$ cat src/rtl/exec_unit_pkg.sv
// Shared types for the decode stage and the exec unit it feeds:
// opcode encodings, operand selects and the decoded-instruction record.
package exec_unit_pkg;

  typedef enum logic [6:0] {
    OP     = 7'b0110011,
    OP_IMM = 7'b0010011,
    LUI    = 7'b0110111,
    AUIPC  = 7'b0010111
  } rv_opcode_t;

  localparam logic [6:0] F7_BASE  = 7'b0000000;
  localparam logic [6:0] F7_ALT   = 7'b0100000;
  localparam logic [3:0] EXEC_ADD = 4'b0000;

  typedef enum logic {
    OP1_REG = 1'b0,
    OP1_PC  = 1'b1
  } op1_sel_t;

  typedef enum logic {
    OP2_REG = 1'b0,
    OP2_IMM = 1'b1
  } op2_sel_t;

  typedef struct packed {
    op1_sel_t   operand1_sel;
    op2_sel_t   operand2_sel;
    logic [3:0] exec_op;
  } exec_unit_params_t;

  typedef struct packed {
    exec_unit_params_t params;
    logic [4:0]        rs1;
    logic [4:0]        rs2;
    logic [4:0]        rd;
    logic [31:0]       imm;
    logic [31:0]       pc;
    logic              rd_we;
    logic              illegal;
  } decoded_instr_t;

endpackage

$ cat src/rtl/alu_instr_decode_comb.sv
// Combinational RV32I decoder for OP, OP-IMM, LUI and AUIPC; anything
// else becomes an illegal entry with a harmless ADD and no write-back.
module alu_instr_decode_comb
  import exec_unit_pkg::*;
(
  input  logic [31:0]    instr_i,
  input  logic [31:0]    pc_i,
  output decoded_instr_t dec_o
);

  logic [6:0] funct7;
  logic [2:0] funct3;
  logic       legal;

  assign funct7 = instr_i[31:25];
  assign funct3 = instr_i[14:12];

  // NOTE: every output gets a default before the case, so no path leaves a value unassigned and no latch is inferred.
  always_comb begin
    dec_o       = '0;
    dec_o.rs1   = instr_i[19:15];
    dec_o.rs2   = instr_i[24:20];
    dec_o.rd    = instr_i[11:7];
    dec_o.pc    = pc_i;
    dec_o.rd_we = 1'b1;
    legal       = 1'b0;

    case (instr_i[6:0])
      OP: begin
        dec_o.params.exec_op = {funct7[5], funct3};
        legal = (funct7 == F7_BASE) ||
                ((funct7 == F7_ALT) && ((funct3 == 3'b000) || (funct3 == 3'b101)));
      end
      OP_IMM: begin
        dec_o.params.operand2_sel = OP2_IMM;
        case (funct3)
          3'b001: begin
            dec_o.params.exec_op = {1'b0, funct3};
            dec_o.imm            = {27'b0, instr_i[24:20]};
            legal                = (funct7 == F7_BASE);
          end
          3'b101: begin
            dec_o.params.exec_op = {instr_i[30], funct3};
            dec_o.imm            = {27'b0, instr_i[24:20]};
            legal                = (funct7 == F7_BASE) || (funct7 == F7_ALT);
          end
          default: begin
            dec_o.params.exec_op = {1'b0, funct3};
            dec_o.imm            = {{20{instr_i[31]}}, instr_i[31:20]};
            legal                = 1'b1;
          end
        endcase
      end
      LUI: begin
        dec_o.rs1                 = 5'd0;
        dec_o.params.operand2_sel = OP2_IMM;
        dec_o.params.exec_op      = EXEC_ADD;
        dec_o.imm                 = {instr_i[31:12], 12'b0};
        legal                     = 1'b1;
      end
      AUIPC: begin
        dec_o.params.operand1_sel = OP1_PC;
        dec_o.params.operand2_sel = OP2_IMM;
        dec_o.params.exec_op      = EXEC_ADD;
        dec_o.imm                 = {instr_i[31:12], 12'b0};
        legal                     = 1'b1;
      end
      default: legal = 1'b0;
    endcase

    // Opcodes with instr[1:0] != 2'b11 never match above, so they land here too.
    if (!legal) begin
      dec_o.params.operand1_sel = OP1_REG;
      dec_o.params.operand2_sel = OP2_REG;
      dec_o.params.exec_op      = EXEC_ADD;
      dec_o.imm                 = '0;
      dec_o.rd_we               = 1'b0;
      dec_o.illegal             = 1'b1;
    end
  end

endmodule

$ cat src/rtl/alu_decode_stage.sv
// Decode pipeline stage: valid/ready in, registered valid/ready out, with an
// optional skid entry so in_ready comes straight from a flop.
module alu_decode_stage
  import exec_unit_pkg::*;
#(
  parameter int XLEN             = 32,
  parameter int REGISTERED_READY = 1
) (
  input  logic            clk,
  input  logic            rst,
  input  logic            flush,
  input  logic            in_valid,
  output logic            in_ready,
  input  logic [31:0]     in_instr,
  input  logic [XLEN-1:0] in_pc,
  output logic            out_valid,
  input  logic            out_ready,
  output logic [5:0]      out_params,
  output logic [4:0]      out_rs1,
  output logic [4:0]      out_rs2,
  output logic [4:0]      out_rd,
  output logic [XLEN-1:0] out_imm,
  output logic [XLEN-1:0] out_pc,
  output logic            out_rd_we,
  output logic            out_illegal
);

  decoded_instr_t dec;
  decoded_instr_t out_q, out_d;
  decoded_instr_t skid_q, skid_d;
  logic           out_valid_q, out_valid_d;
  logic           skid_valid_q, skid_valid_d;
  logic           accept;
  logic           drain;

  alu_instr_decode_comb u_decode (
    .instr_i (in_instr),
    .pc_i    (in_pc),
    .dec_o   (dec)
  );

  assign in_ready = (REGISTERED_READY != 0) ? ~skid_valid_q
                                            : (out_ready | ~out_valid_q);
  assign accept   = in_valid & in_ready;
  assign drain    = out_valid_q & out_ready;

  always_comb begin
    out_d        = out_q;
    out_valid_d  = out_valid_q;
    skid_d       = skid_q;
    skid_valid_d = skid_valid_q;

    if (flush) begin
      out_valid_d  = 1'b0;
      skid_valid_d = 1'b0;
    end else if (!out_valid_q || drain) begin
      // The skid entry is older than anything on the input, so it goes first.
      if (skid_valid_q) begin
        out_d        = skid_q;
        out_valid_d  = 1'b1;
        skid_valid_d = 1'b0;
      end else if (accept) begin
        out_d       = dec;
        out_valid_d = 1'b1;
      end else begin
        out_valid_d = 1'b0;
      end
    end else if (accept && (REGISTERED_READY != 0)) begin
      skid_d       = dec;
      skid_valid_d = 1'b1;
    end
  end

  // NOTE: sequential state uses non-blocking assignments so every flop samples the pre-edge values.
  always_ff @(posedge clk) begin
    if (rst) begin
      out_valid_q  <= 1'b0;
      skid_valid_q <= 1'b0;
      out_q        <= '0;
    end else begin
      out_valid_q  <= out_valid_d;
      skid_valid_q <= skid_valid_d;
      out_q        <= out_d;
    end
  end

  // NOTE: skid payload has no reset; skid_valid_q alone says whether it means anything.
  always_ff @(posedge clk) begin
    skid_q <= skid_d;
  end

  assign out_valid   = out_valid_q;
  assign out_params  = out_q.params;
  assign out_rs1     = out_q.rs1;
  assign out_rs2     = out_q.rs2;
  assign out_rd      = out_q.rd;
  assign out_imm     = out_q.imm;
  assign out_pc      = out_q.pc;
  assign out_rd_we   = out_q.rd_we;
  assign out_illegal = out_q.illegal;

endmodule

$ cat config.mk
export PLATFORM = sky130hd
export DESIGN_NAME = alu_decode_stage
export DESIGN_NICKNAME = d
export VERILOG_FILES = /design/src/rtl/exec_unit_pkg.sv /design/src/rtl/alu_instr_decode_comb.sv /design/src/rtl/alu_decode_stage.sv
export SDC_FILE = /design/constraint.sdc
export NUM_CORES = 1
export LEC_CHECK = 0
export BUFFER_PORTS_ARGS = -buffer_cell sky130_fd_sc_hd__buf_2
export CORE_MARGIN = 8
export CORE_UTILIZATION = 25
export DETAILED_ROUTE_END_ITERATION = 8
export PLACE_DENSITY_LB_ADDON = 0.05
export SETUP_SLACK_MARGIN = 0.3
export SLEW_MARGIN = 20
export SYNTH_ARGS = -nofsm -noshare
export SYNTH_HDL_FRONTEND = slang
export SYNTH_HIERARCHICAL = 1
export SYNTH_SLANG_ARGS = --single-unit
export TNS_END_PERCENT = 5
$ cat constraint.sdc
create_clock -name clk -period 27.4 [get_ports clk]
set_clock_uncertainty 0.1 [all_clocks]
set_input_delay 1.37 -clock clk [delete_from_list [all_inputs] [get_ports clk]]
set_output_delay 1.37 -clock clk [all_outputs]
set_load 0.005 [all_outputs]
=== Yosys cells after proc, flatten, opt, wreduce, memory -nomap -nowiden ===
Index checks and enable logic that the tools add are counted.

* Register bits: 176
* Bits of input ports: 69
* Output and inout port bits: 89
* Word-level logic and storage cells: 66

* Equal/unequal tests: 7
* Multiplexer cells: 16
* Bitwise logic cells: 5
* Reduce and logical (&&, ||, !) cells: 16

{| class="wikitable"
|+ Operators by type and width
! operator !! count
|-
| 2-to-1 mux 87 bit || 2
|-
| 2-to-1 mux 32 bit || 2
|-
| case mux 32 bit (2 select lines) || 1
|-
| == test 7 x 6 -> 1 bit (second input constant) || 3
|-
| == test 7 x 5 -> 1 bit (second input constant) || 2
|-
| case mux 4 bit (2 select lines) || 1
|-
| zero test 7 bit || 1
|-
| 2-to-1 mux 6 bit || 1
|-
| AND reduction 3 bit || 2
|-
| OR reduction 2 bit || 3
|-
| OR reduction 3 bit || 2
|-
| 2-to-1 mux 5 bit || 1
|-
| logical OR 1 bit || 4
|-
| 2-to-1 mux 1 bit || 4
|-
| 2-to-1 mux 4 bit || 1
|-
| == test 3 x 1 -> 1 bit (second input constant) || 1
|-
| == test 3 bit (second input constant) || 1
|-
| zero test 3 bit || 1
|-
| inverter 1 bit || 3
|-
| case mux 1 bit (3 select lines) || 1
|-
| bitwise AND 1 bit || 2
|-
| 2-to-1 mux 2 bit || 1
|-
| case mux 1 bit (2 select lines) || 1
|-
| nonzero test 2 bit || 1
|-
| 2 further kinds || 2
|}

=== Depth between registers and ports, before layout ===
* Word-level depth: 8
* Gate-level depth with buffers: 8
* Mapped depth without buffers: 6

=== Modules after synthesis ===
The synthesis kept the hierarchy.

{| class="wikitable"
|+ By module, submodules not included
! module !! times used !! cells an instance !! area each (um^2) !! seq. area each (um^2)
|-
| alu_decode_stage || 1 || 495 || 6794.0 || 4394.2
|-
| alu_instr_decode_comb || 1 || 121 || 870.8 || 0.0
|}

=== Worst setup path before layout ===
Ideal clock, no wire load.

* Kind: input -> register
* From: input port out_ready
* To: register skid_q[0] (netlist name) (enable)
* Library setup time: 0.776 ns
* Arrival time: 10.828 ns
* Required time: 26.524 ns
* Path slack: 15.696 ns
* Stages on the path: 4
* Path buffers: 2
* Path through: nand2b_1 -> clkbuf_1 -> clkbuf_1 -> nor4b_1

* Word-level cells in the longest chain between the ends: 4

{| class="wikitable"
|+ RTL lines
! what !! RTL line !! source
|-
| from (decl) || alu_decode_stage.sv:17 || <nowiki>input logic out_ready,</nowiki>
|-
| bitwise AND 1 bit || alu_decode_stage.sv:45 || <nowiki>assign drain = out_valid_q & out_ready;</nowiki>
|-
| logical OR 1 bit || alu_decode_stage.sv:56 || <nowiki>end else if (!out_valid_q || drain) begin</nowiki>
|-
| inverter 1 bit (no line) || n/a ||
|-
| AND reduction 3 bit (no line) || n/a ||
|-
| to (signal assigned) || alu_decode_stage.sv:89 || <nowiki>skid_q <= skid_d;</nowiki>
|-
| to (decl) || alu_decode_stage.sv:30 || <nowiki>decoded_instr_t skid_q, skid_d;</nowiki>
|}

Every way passes these cells.
A chain may end at the register's enable or synchronous reset.

=== Worst setup path after layout ===
* From: input port out_ready
* To: register skid_q[55] (netlist name) (enable)

The elaborated chain is that of the path after synthesis.

==> reports/metrics.cfg <==
[status]
status=complete, no violations

[global_routing]
antenna_found_initial=0
grt_pass1_wl_um=34920
grt_use_total=0.1247
grt-ovfl-total=0
grt_max_degree=68
grt_pass1_vias=5400

[finish]
seq_area_um2=4398
multi_input_area_um2=2710
diodes=0
post-route-util=0.2980
synthToLayoutAreaGrowth_pct=18.30
nets=772
final_area_um2=9067
drive_gt1_frac=0.3324
num-fill-cells=3169

[route]
dr.max_layer_used=met4
finalWirelength_um=22890
drc=0
vias_per_cell=4.598
wl_met3_um=1011
vias=5113
wl_met2_um=10570
drt_iter0_markers=191
drt.antenna.violating_nets=0
drt_first_pass_iters=4
wire_per_inst_um=20.59
drt-met1-wl_um=11190

[timing]
tns_ns=0
rsz0062_at_grt=no
maxSlewViolCount=0
hold_violations=0
period_needed_ns=3.554
period_share=0.1297
fin_ws_ns=23.85
hold_slack_ns=0.4221
slew_headroom=0.2838
setup_viol=0
tightestPinTransition_ns=1.074
fmax_mhz=281.4

[placement]
io_buffers=157
place.gp.congestion=0.6644
dp_slack_ns=23.35
dp_hpwl_um=14360
dpl-instance-area_um2=8463

[cts]
post_cts_buffers=0
clk_latency_ns=0.42
postCtsHoldBufs=0
cts_resized=0
cts_tree=built
cts.sinks=176
clockRootBuffer=clkbuf_16
path_clk_slew_ns=0.07
ctsHtreeMaxLevel=4
numCtsBuffers=17
max-clock-path-buffers=2

[die]
top_level_ports=158
dieArea_um2=36520
start_util=0.2519
rows=64
die_h_um=191.1
die_w_um=191.1
fp.coreArea_um2=30430

[power_and_ir_drop]
peakVddDrop_uv=36.24
power.leakage_nw=3.341
power_density_nw_per_um2=65.10

[synth]
postSynthAreaPerCell_um2=12.44
ys_dominant_reg_cell=dfxtp_1
yosysSeqAreaShare=0.5733
synthDistinctLibCells=33
ys_top_cells_by_area=edfxtp_1 34%, dfxtp_1 23%, mux2i_1 11%
synth_cells=616
synth-seq-cells=176
yosysWarnings=6
synth.cell_area_um2=7665
synth_edf_count=87
synth_area_leader_cell=edfxtp_1
synth.net_count=685
async_reset_ff_frac=0
synth_top_area_frac=0.3408

[flow_run]
cap_violations=0

[critical_path]
worstPathCellList=buf_2, nand2b_4, nor4b_2, buf_4, buf_4
crit_top_cell=buf_4
start_kind=input port
crit_type=in2reg
max_stage_delay_ns=0.75
crit_path_top_delay_cell=buf_4
setup.worst_path.end_class=flip-flop
crit_required_ns=27.34
cp_max_fo=56
crit_arrival_ns=3.50
ff2ff_path_depth=4

[min_path]
worstHoldPathCells=2
hp-class=reg2reg

## state kept, by name (all words and copies together), names as in the netlist, 5 cells and up
register / cells
skid_q: 87
out_rs2: 5
out_rd: 5
out_imm: 32
out_params: 6
out_rs1: 5
out_pc: 32
## layout by cell type, fill, tap and decap left out, types with 3 or more instances in the layout
cell type	instances
a21o_1	20
a211oi_2	30
nor2_1	3
clkinv_4	4
inv_1	3
a21oi_1	90
o21a_1	3
and2_1	22
mux2i_1	87
inv_6	3
edfxtp_1	87
buf_4	9
dfxtp_1	88
buf_2	156
a211oi_1	58
clkbuf_16	17
## path summary, 6_finish.rpt
path / from / slack, ns / end
min reg2reg: out_pc[3]$_SDFFE_PP0P_ / 0.42 / out_pc[3]$_SDFFE_PP0P_
min: out_pc[3]$_SDFFE_PP0P_ / 0.42 / out_pc[3]$_SDFFE_PP0P_
max: out_ready / 23.85 / skid_q[55]$_DFFE_PP_
max reg2reg: skid_valid_q$_SDFFE_PP0P_ / 24.18 / out_rd[2]$_SDFFE_PP0P_
## worst max-delay path, delay by kind of cell
kind	cells	cell delay, ns
buffers and inverters	3	1.30
and+or+nand+nor	2	0.75
## power breakdown
part           switching (W)  internal, W  leakage, nW
logic              0.0000292    0.0000204         1.44
registers         0.00000508     0.000284         1.61
clock network       0.000110     0.000142        0.290
total               0.000144     0.000446         3.34
## metrics by stage
stage	total power (W)	cells
CTS	0.0006016	1112
detailed placement	0.0003461	1080
floorplan	0.0003257	616
global placement	0.0003457	1080
global route	0.0006164	1112
finish	0.0005903	1112
## layer usage
metal	up-vias	track usage
met5	-	0
met4	0	0.02605
met3	6	0.03010
met2	119	0.1997
met1	2524	0.1688
li1	2464	-
## logic make-up after synthesis
group                  count (synthesis)  synth area share
AOI/OAI and AO/OA                    207            0.1954
buffers and inverters                100           0.07688
DFF                                  176            0.5733
muxes                                 87            0.1136
and+or+nand+nor                       46           0.04081
## final cells by class
cell class	instances	area share
clock inverter	12	0.01628
inverter	3	0.001242
timing repair buffer	165	0.09356
clock buffer	20	0.05037
multi-input combinational	340	0.2989
tap	396	0.05464
sequential	176	0.4850
## synthesized netlist by cell type (2+ instances only)
master     n
a21o_1    20
a21oi_1   90
nor2_1     3
nand3_1    2
mux2i_1   87
edfxtp_1  87
nor4b_1    2
and2_1    23
nor4_2     2
clkbuf_1  39
buf_6      5
nand2b_1   3
o21ai_0    2
o21a_1     3
buf_4     44
a211oi_2  30
dfxtp_1   89
buf_2      9
nor2b_1    2
nand2_1    2
inv_1      3
a211oi_1  58
(Power assumes the default switching activity.)
